`src/rtl/pkt_axis_out_pkg.sv`:
```
// Shared types and constants for the packet-to-AXI4-Stream output stage.
// Holds the FSM state encoding, FIFO entry layout and the last-beat keep helper.
package pkt_axis_out_pkg;

  typedef enum logic [1:0] {
    S_IDLE,
    S_RECV,
    S_DROP,
    S_TERM
  } state_t;

  localparam int DATA_W    = 64;
  localparam int KEEP_W    = 8;
  localparam int ENTRY_W   = DATA_W + KEEP_W + 2;
  localparam int TLAST_BIT = DATA_W + KEEP_W;
  localparam int TUSER_BIT = TLAST_BIT + 1;

  // Byte enables for the final word given the low three bits of the packet length.
  function automatic logic [KEEP_W-1:0] keep_from_len(input logic [2:0] rem);
    if (rem == 3'd0) begin
      return 8'hFF;
    end
    return (8'h01 << rem) - 8'h01;
  endfunction

endpackage

```
`src/rtl/pkt_axis_out_fifo.sv`:
```
// First-word-fall-through FIFO whose head entry is presented from a register.
// Capacity is the full 2**AW entries; the output register mirrors the head slot.
module sync_fifo_fwft #(
  parameter int WIDTH = 74,
  parameter int AW    = 4
) (
  input  logic             clock,
  input  logic             reset,
  input  logic             push,
  input  logic [WIDTH-1:0] din,
  output logic             full,
  input  logic             pop,
  output logic [WIDTH-1:0] dout,
  output logic             empty,
  output logic [AW:0]      count
);

  logic [WIDTH-1:0] r_mem [0:(1<<AW)-1];
  logic [AW:0]      r_wr_ptr;
  logic [AW:0]      r_rd_ptr;
  logic [WIDTH-1:0] r_dout;
  logic             r_valid;

  logic             w_pop;
  logic             w_push;
  logic [AW:0]      w_rd_next;
  logic             w_avail;

  assign full      = (r_wr_ptr[AW] != r_rd_ptr[AW]) &&
                     (r_wr_ptr[AW-1:0] == r_rd_ptr[AW-1:0]);
  assign w_pop     = pop && r_valid;
  assign w_push    = push && (!full || w_pop);
  assign w_rd_next = r_rd_ptr + {{AW{1'b0}}, w_pop};
  assign w_avail   = (r_wr_ptr != w_rd_next);
  assign count     = r_wr_ptr - r_rd_ptr;
  assign empty     = !r_valid;
  assign dout      = r_dout;

  always_ff @(posedge clock) begin
    if (w_push) begin
      r_mem[r_wr_ptr[AW-1:0]] <= din;
    end
  end

  // The head register always reloads from the slot that will be the head after this
  // cycle's pop, so a stalled beat is re-read unchanged and never needs a bypass.
  always_ff @(posedge clock) begin
    if (reset) begin
      r_wr_ptr <= '0;
      r_rd_ptr <= '0;
      r_valid  <= 1'b0;
      r_dout   <= '0;
    end else begin
      r_wr_ptr <= r_wr_ptr + {{AW{1'b0}}, w_push};
      r_rd_ptr <= w_rd_next;
      r_valid  <= w_avail;
      if (w_avail) begin
        r_dout <= r_mem[w_rd_next[AW-1:0]];
      end
    end
  end

endmodule

```
`src/rtl/pkt_axis_out.sv`:
```
// AXI4-Stream master for assembled 64-bit packet words: adds tkeep/tlast, buffers
// bursts, and on overflow drops the packet tail and closes it with an error beat.
module pkt_axis_out
  import pkt_axis_out_pkg::*;
#(
  parameter int FIFO_AW = 4
) (
  input  logic                clock,
  input  logic                reset,
  input  logic                enable,
  input  logic                pkt_start,
  input  logic [15:0]         pkt_len,
  input  logic [DATA_W-1:0]   word_in,
  input  logic                word_strobe,
  output logic [DATA_W-1:0]   m_axis_tdata,
  output logic [KEEP_W-1:0]   m_axis_tkeep,
  output logic                m_axis_tlast,
  output logic                m_axis_tuser,
  output logic                m_axis_tvalid,
  input  logic                m_axis_tready,
  output logic                overflow
);

  localparam logic [FIFO_AW:0] LP_DEPTH = {1'b1, {FIFO_AW{1'b0}}};

  state_t             r_state;
  logic [15:0]        r_total_words;
  logic [15:0]        r_word_cnt;
  logic [KEEP_W-1:0]  r_last_keep;
  logic               r_overflow;

  logic [16:0]        w_len_sum;
  logic [15:0]        w_total_words;
  logic               w_is_last;
  logic               w_pop;
  logic               w_full;
  logic               w_empty;
  logic               w_space;
  logic               w_term_space;
  logic               w_push;
  logic [ENTRY_W-1:0] w_din;
  logic [ENTRY_W-1:0] w_dout;
  logic [FIFO_AW:0]   w_count;
  logic [FIFO_AW:0]   w_post_pop;

  assign w_len_sum     = {1'b0, pkt_len} + 17'd7;
  assign w_total_words = {2'b00, w_len_sum[16:3]};
  assign w_is_last     = (r_word_cnt == r_total_words - 16'd1);
  assign w_pop         = m_axis_tvalid && m_axis_tready;
  assign w_space       = !w_full || w_pop;
  assign w_post_pop    = w_count - {{FIFO_AW{1'b0}}, w_pop};
  assign w_term_space  = (w_post_pop != LP_DEPTH);

  always_comb begin
    w_push = 1'b0;
    w_din  = '0;
    if (enable) begin
      case (r_state)
        S_RECV: begin
          if (word_strobe && !pkt_start && w_space) begin
            w_push = 1'b1;
            w_din  = {1'b0, w_is_last, (w_is_last ? r_last_keep : 8'hFF), word_in};
          end
        end
        S_TERM: begin
          if (w_term_space) begin
            w_push = 1'b1;
            w_din  = {1'b1, 1'b1, 8'h00, 64'h0};
          end
        end
        default: ;
      endcase
    end
  end

  // A new pkt_start restarts framing from any state except S_TERM, which must
  // first deliver its error beat so the host sees every packet closed.
  always_ff @(posedge clock) begin
    if (reset) begin
      r_state       <= S_IDLE;
      r_total_words <= '0;
      r_word_cnt    <= '0;
      r_last_keep   <= '0;
      r_overflow    <= 1'b0;
    end else if (enable) begin
      if (pkt_start && r_state != S_TERM) begin
        r_total_words <= w_total_words;
        r_word_cnt    <= '0;
        r_last_keep   <= keep_from_len(pkt_len[2:0]);
        r_state       <= (pkt_len != 16'd0) ? S_RECV : S_IDLE;
      end else begin
        case (r_state)
          S_RECV: begin
            if (word_strobe) begin
              r_word_cnt <= r_word_cnt + 16'd1;
              if (w_space) begin
                if (w_is_last) r_state <= S_IDLE;
              end else begin
                r_overflow <= 1'b1;
                r_state    <= w_is_last ? S_TERM : S_DROP;
              end
            end
          end
          S_DROP: begin
            if (word_strobe) begin
              r_word_cnt <= r_word_cnt + 16'd1;
              if (w_is_last) r_state <= S_TERM;
            end
          end
          S_TERM: begin
            if (w_term_space) r_state <= S_IDLE;
          end
          default: ;
        endcase
      end
    end
  end

  sync_fifo_fwft #(
    .WIDTH (ENTRY_W),
    .AW    (FIFO_AW)
  ) u_fifo (
    .clock (clock),
    .reset (reset),
    .push  (w_push),
    .din   (w_din),
    .full  (w_full),
    .pop   (w_pop),
    .dout  (w_dout),
    .empty (w_empty),
    .count (w_count)
  );

  assign m_axis_tvalid = !w_empty;
  assign m_axis_tdata  = w_dout[DATA_W-1:0];
  assign m_axis_tkeep  = w_dout[DATA_W +: KEEP_W];
  assign m_axis_tlast  = w_dout[TLAST_BIT];
  assign m_axis_tuser  = w_dout[TUSER_BIT];
  assign overflow      = r_overflow;

endmodule

```
`config.mk`:
```
export PLATFORM = sky130hd
export DESIGN_NAME = pkt_axis_out
export DESIGN_NICKNAME = d
export VERILOG_FILES = /design/src/rtl/pkt_axis_out_pkg.sv /design/src/rtl/pkt_axis_out_fifo.sv /design/src/rtl/pkt_axis_out.sv
export SDC_FILE = /design/constraint.sdc
export NUM_CORES = 2
export LEC_CHECK = 0
export BUFFER_PORTS_ARGS = -buffer_cell sky130_fd_sc_hd__clkbuf_2
export CAP_MARGIN = 20
export CORE_MARGIN = 5
export CORE_UTILIZATION = 45
export CTS_BUF_LIST = sky130_fd_sc_hd__clkbuf_2
export DETAILED_ROUTE_END_ITERATION = 10
export GPL_ROUTABILITY_DRIVEN = 0
export MAX_ROUTING_LAYER = met4
export PLACE_DENSITY_LB_ADDON = 0.05
export SYNTH_ARGS = -nofsm -noshare
export SYNTH_HDL_FRONTEND = slang
export SYNTH_SLANG_ARGS = --single-unit
```
`constraint.sdc`:
```
create_clock -name clock -period 30.4 [get_ports clock]
set_input_delay 6.08 -clock clock [delete_from_list [all_inputs] [get_ports clock]]
set_output_delay 6.08 -clock clock [all_outputs]
set_load 0.05 [all_outputs]
```
==> results <==
- The via density per instance is approximately 5.5.
- The area growth from synthesis to layout is 11.9%.
- The Yosys step of the flow raised 0 warnings.
- In the post-synthesis netlist, the biggest area contributors are sky130_fd_sc_hd__edfxtp_1 (70%), sky130_fd_sc_hd__mux4_2 (16%), sky130_fd_sc_hd__dfxtp_1 (5.0%), sky130_fd_sc_hd__nand2_1 (1.3%), sky130_fd_sc_hd__a21oi_1 (0.84%).
- In the routed design, unresolved DRC markers number 0.
- The worst-case IR drop observed on VDD is 31.3 µV.
- The post-cts sizing count is 0.
- Buffers inserted during clock tree synthesis total between 300 and 400.
- Clock skew on the completed layout was measured at roughly 0.14 ns.
- In this run the clock root is driven by a sky130_fd_sc_hd__clkbuf_2.
- The async set or reset register ratio after synthesis is 0.
- The count of buffers added on input and output ports is between 150 and 200.
- Data arrives at the worst endpoint at 10.79 ns.
- The post-synthesis instance total is around 2,500.
- In the final layout, the share of cells above drive strength 1 is 0.371.
- The endpoint required time on the critical path is 31.39 ns.
- The area share of the largest cell type after synthesis is 0.702.
- For this block, the initial DRC count from the detailed router was about 2,000.
- Setup violations remaining at the end of the flow were counted as 0.
- In this run the critical register-to-register path is captured at u_fifo.r_mem[0][25].
- The area of the placeable core is between 0.1 and 0.15 mm².
- The slew at the pin closest to its max-slew limit is approximately 1.0 ns.
- Based on the critical path, the design can be clocked at up to 0.102 GHz.
- The effective utilization at floorplan is 0.452.
- The width of the die is about 350 µm.
- Among all flip-flop cells after synthesis, the most frequent one is sky130_fd_sc_hd__edfxtp_1.
- The final net count is a little over 3,000.
- The count of TritonRoute iterations in the first routing pass is 5.
- The number of enable-type register cells in the synthesized netlist is roughly 1,200.
- between 150 and 200 I/O pins were placed.
- The mean post-synth cell area is 20.3 µm².
- In this run the worst path has a maximum fanout of 49.
- The die covers around 0.12 mm².
- At the placement stage, the worst setup path has a slack of around 19 ns.
- The maximum number of buffers from clock root to sink is 4.
- The global-route total usage across every layer is 0.203.
- The total overflow left after global routing is 0.
- The wire-length estimate of the detail-placed layout is approximately 62,000 µm.
- The final max-slew violation count is 0.
- The ratio of final minimum period to clock period is 0.322.
- The most critical setup path has its startpoint at m_axis_tready.
- Summed over all layers, the routed wires come to 118,000 µm.
- Counting every sink on the clock net gives 1,310.
- The launch point of the worst reg-to-reg path is u_fifo.r_valid.
- Detailed routing inserted a total of between 20,000 and 30,000 vias.
- The first global-routing pass estimated 176,000 µm of wire.
- STA classifies the critical path startpoint as an input pin.
- For the worst-skew pair, the clock arrives at the later sink with an insertion delay of ~1.5 ns.
- The total count of hold-check failures in the final report is 0.
- After clock tree synthesis, the clock-pin slew on the worst setup and hold paths is 0.08 ns.
- Synthesis produced a netlist with a net count of 2,596.
- The floorplan has around 120 rows.
- The number of different library cells used by synthesis comes to 61.
- The minimum setup slack among reg-to-reg paths is 24.95 ns.
- After routing, the total negative slack on setup checks comes to 0 ns.
- The number of levels the H-tree was split into is 5.
- The run finished with clean final reports.
- The worst setup path is of the input pin to flop kind.
- The worst pin sits at a relative slew slack of 0.322.
- After detailed routing, the average wire length per cell comes to 25.1 µm.
- The pin count of the biggest net entering global routing is roughly 150.
- The count of state elements after synthesis is approximately 1,300.
- The class of the most critical hold timing path is flop to flop.
- Summed over all cells, the static leakage comes to around 18 nW.
- Across all hold checks on the routed design, the worst slack comes to 0.454 ns.
- Max-cap violations in this run came to 0.
- The via count of the first global-routing pass is 27,800.
- The initial antenna violation count came to 2.
- In this run the remaining antenna-violating nets after routing total 0.
- TritonCTS built the clock tree.
- The final worst slack is 20.60 ns.
- The post-CTS repair timing setup buffer count is 0.
- The path depth of the worst reg2reg path is 15.
- In this run, post-CTS hold repair placed 0 buffers.
- The sequential cell area fraction in the yosys report is 0.751.
- The largest area contributor in the synthesized netlist is sky130_fd_sc_hd__edfxtp_1.
- Setup repair after global routing left no endpoint under its margin.
- Counting I/O delays and the setup requirement, the final critical path takes just under 10 ns.
- The power per cell area is 57.6 mW/mm².
- The critical path capture point type is a flop.
- The cell area that synthesis handed to floorplanning was between 0.05 and 0.06 mm².
- From bottom edge to top edge, the die measures about 350 µm.
- In this run the worst setup path terminates at u_fifo.r_mem[0][25].
## report_power, final
part	switching [mW]	leakage [nW]	internal [mW]	total [mW]
clock	0.695	2.50	0.536	1.23
combinational	0.0548	4.26	0.0332	0.0880
sequential	0.00527	11.5	1.94	1.95
## final cells by class
type / instances / area [µm²]
fill: 9317 / 55500
sequential: 1310 / 38100
multi-input combinational: 1022 / 12200
clock buffer: 543 / 2720
tap: 1500 / 1880
timing repair buffer: 213 / 1270
clock inverter: 72 / 502
inverter: 18 / 67.6
antenna: 5 / 12.5
## worst max-delay path, cell delays in order
cell                       delay (ns)
sky130_fd_sc_hd__clkbuf_2        0.08
sky130_fd_sc_hd__nand2_1         0.33
sky130_fd_sc_hd__inv_1           0.15
sky130_fd_sc_hd__fa_1            0.56
sky130_fd_sc_hd__inv_1           0.06
sky130_fd_sc_hd__ha_1            0.18
sky130_fd_sc_hd__or2_2           0.29
sky130_fd_sc_hd__fa_1            0.43
sky130_fd_sc_hd__nand2b_1        0.17
sky130_fd_sc_hd__a21oi_1         0.19
sky130_fd_sc_hd__xnor2_1         0.18
sky130_fd_sc_hd__o211ai_1        0.21
sky130_fd_sc_hd__a21boi_1        0.47
sky130_fd_sc_hd__nand3_1         0.38
sky130_fd_sc_hd__nor3_2          0.25
sky130_fd_sc_hd__buf_4           0.73
## registers in the layout, indices dropped and copies added, names as in the netlist
signal           count
u_fifo.dout         74
u_fifo.r_rd_ptr      5
u_fifo.r_wr_ptr      5
r_total_words       14
u_fifo.r_valid       1
u_fifo.r_mem      1184
r_word_cnt          16
overflow             1
r_state              2
r_last_keep          8
## cell families (layout without fill, tap and decap cells)
| family | Yosys count | after routing | share of synthesized area |
|---|---|---|---|
| buffers and inverters | 160 | 846 | 0.0121 |
| AO/OA/AOI/OAI | 146 | 146 | 0.0174 |
| other | 0 | 5 | 0 |
| AND/OR/NAND/NOR | 430 | 430 | 0.0399 |
| XOR/XNOR | 57 | 57 | 0.00985 |
| adder cells (fa/ha/maj) | 18 | 18 | 0.00474 |
| flip-flops | 1310 | 1310 | 0.751 |
| multiplexers | 371 | 371 | 0.165 |
## metrics by stage
step	power (mW)	cells	util	instance area (µm²)
3_5_place_dp	2.08	4058	0.476	53400
6_report	3.27	4683	0.505	56700
5_1_grt	3.43	4683	0.505	56700
3_3_place_gp	2.07	4058	0.476	53400
4_1_cts	3.32	4673	0.504	56600
2_1_floorplan	2.05	2492	-	50700
## per-layer routing
layer,up-vias,share of wire,track usage
li1,11300,-,-
met1,13500,0.44,0.269
met2,749,0.49,0.319
met3,156,0.059,0.0490
met4,0,0.016,0.0558
met5,-,0,-
## cell usage after synthesis, drive strengths merged, types with 3 or more instances
master,instances
ha,16
and2,66
nor4b,3
o211ai,3
a211o,3
nor2b,8
nor3,18
nand3,28
a21oi,85
xor2,32
nand2,172
mux4,370
nand4,8
dfxtp,126
inv,18
or3,8
a22oi,3
nor4,7
xnor2,25
a31oi,3
and3,3
or2,3
buf,35
nor2,89
a211oi,12
or4,4
nand2b,7
edfxtp,1184
a311oi,4
clkbuf,107
o21ai,13
## worst min path at each step
stage                    startpoint         endpoint  slack [ns]  cells past startpoint
global route         u_fifo.dout[0]   u_fifo.dout[0]        0.47                      2
detailed placement  u_fifo.dout[19]  u_fifo.dout[19]        0.44                      2
floorplan            r_last_keep[7]   r_last_keep[7]        0.44                      2
CTS                 u_fifo.dout[48]  u_fifo.dout[48]        0.46                      2
global placement    u_fifo.dout[23]  u_fifo.dout[23]        0.44                      2
finish              u_fifo.dout[48]  u_fifo.dout[48]        0.45                      2
## cell usage in the layout (no fill, tap or decap), drive strengths merged, types with 3 or more instances in the layout
cell type     n
ha           16
xnor2        25
o21ai        13
buf          53
nand3        28
nor4          7
nand2       172
a211o         3
nand4         8
nor2b         8
clkbuf      703
edfxtp     1184
and3          3
and2         66
a311oi        4
a31oi         3
xor2         32
mux4        370
o211ai        3
a22oi         3
nor2         89
diode         5
dfxtp       126
nor3         18
or4           4
a21oi        85
bufinv        8
a211oi       12
nor4b         3
nand2b        7
inv          20
clkinv       61
or3           8
or2           3
Note: power is estimated with default switching activity, not from simulation.
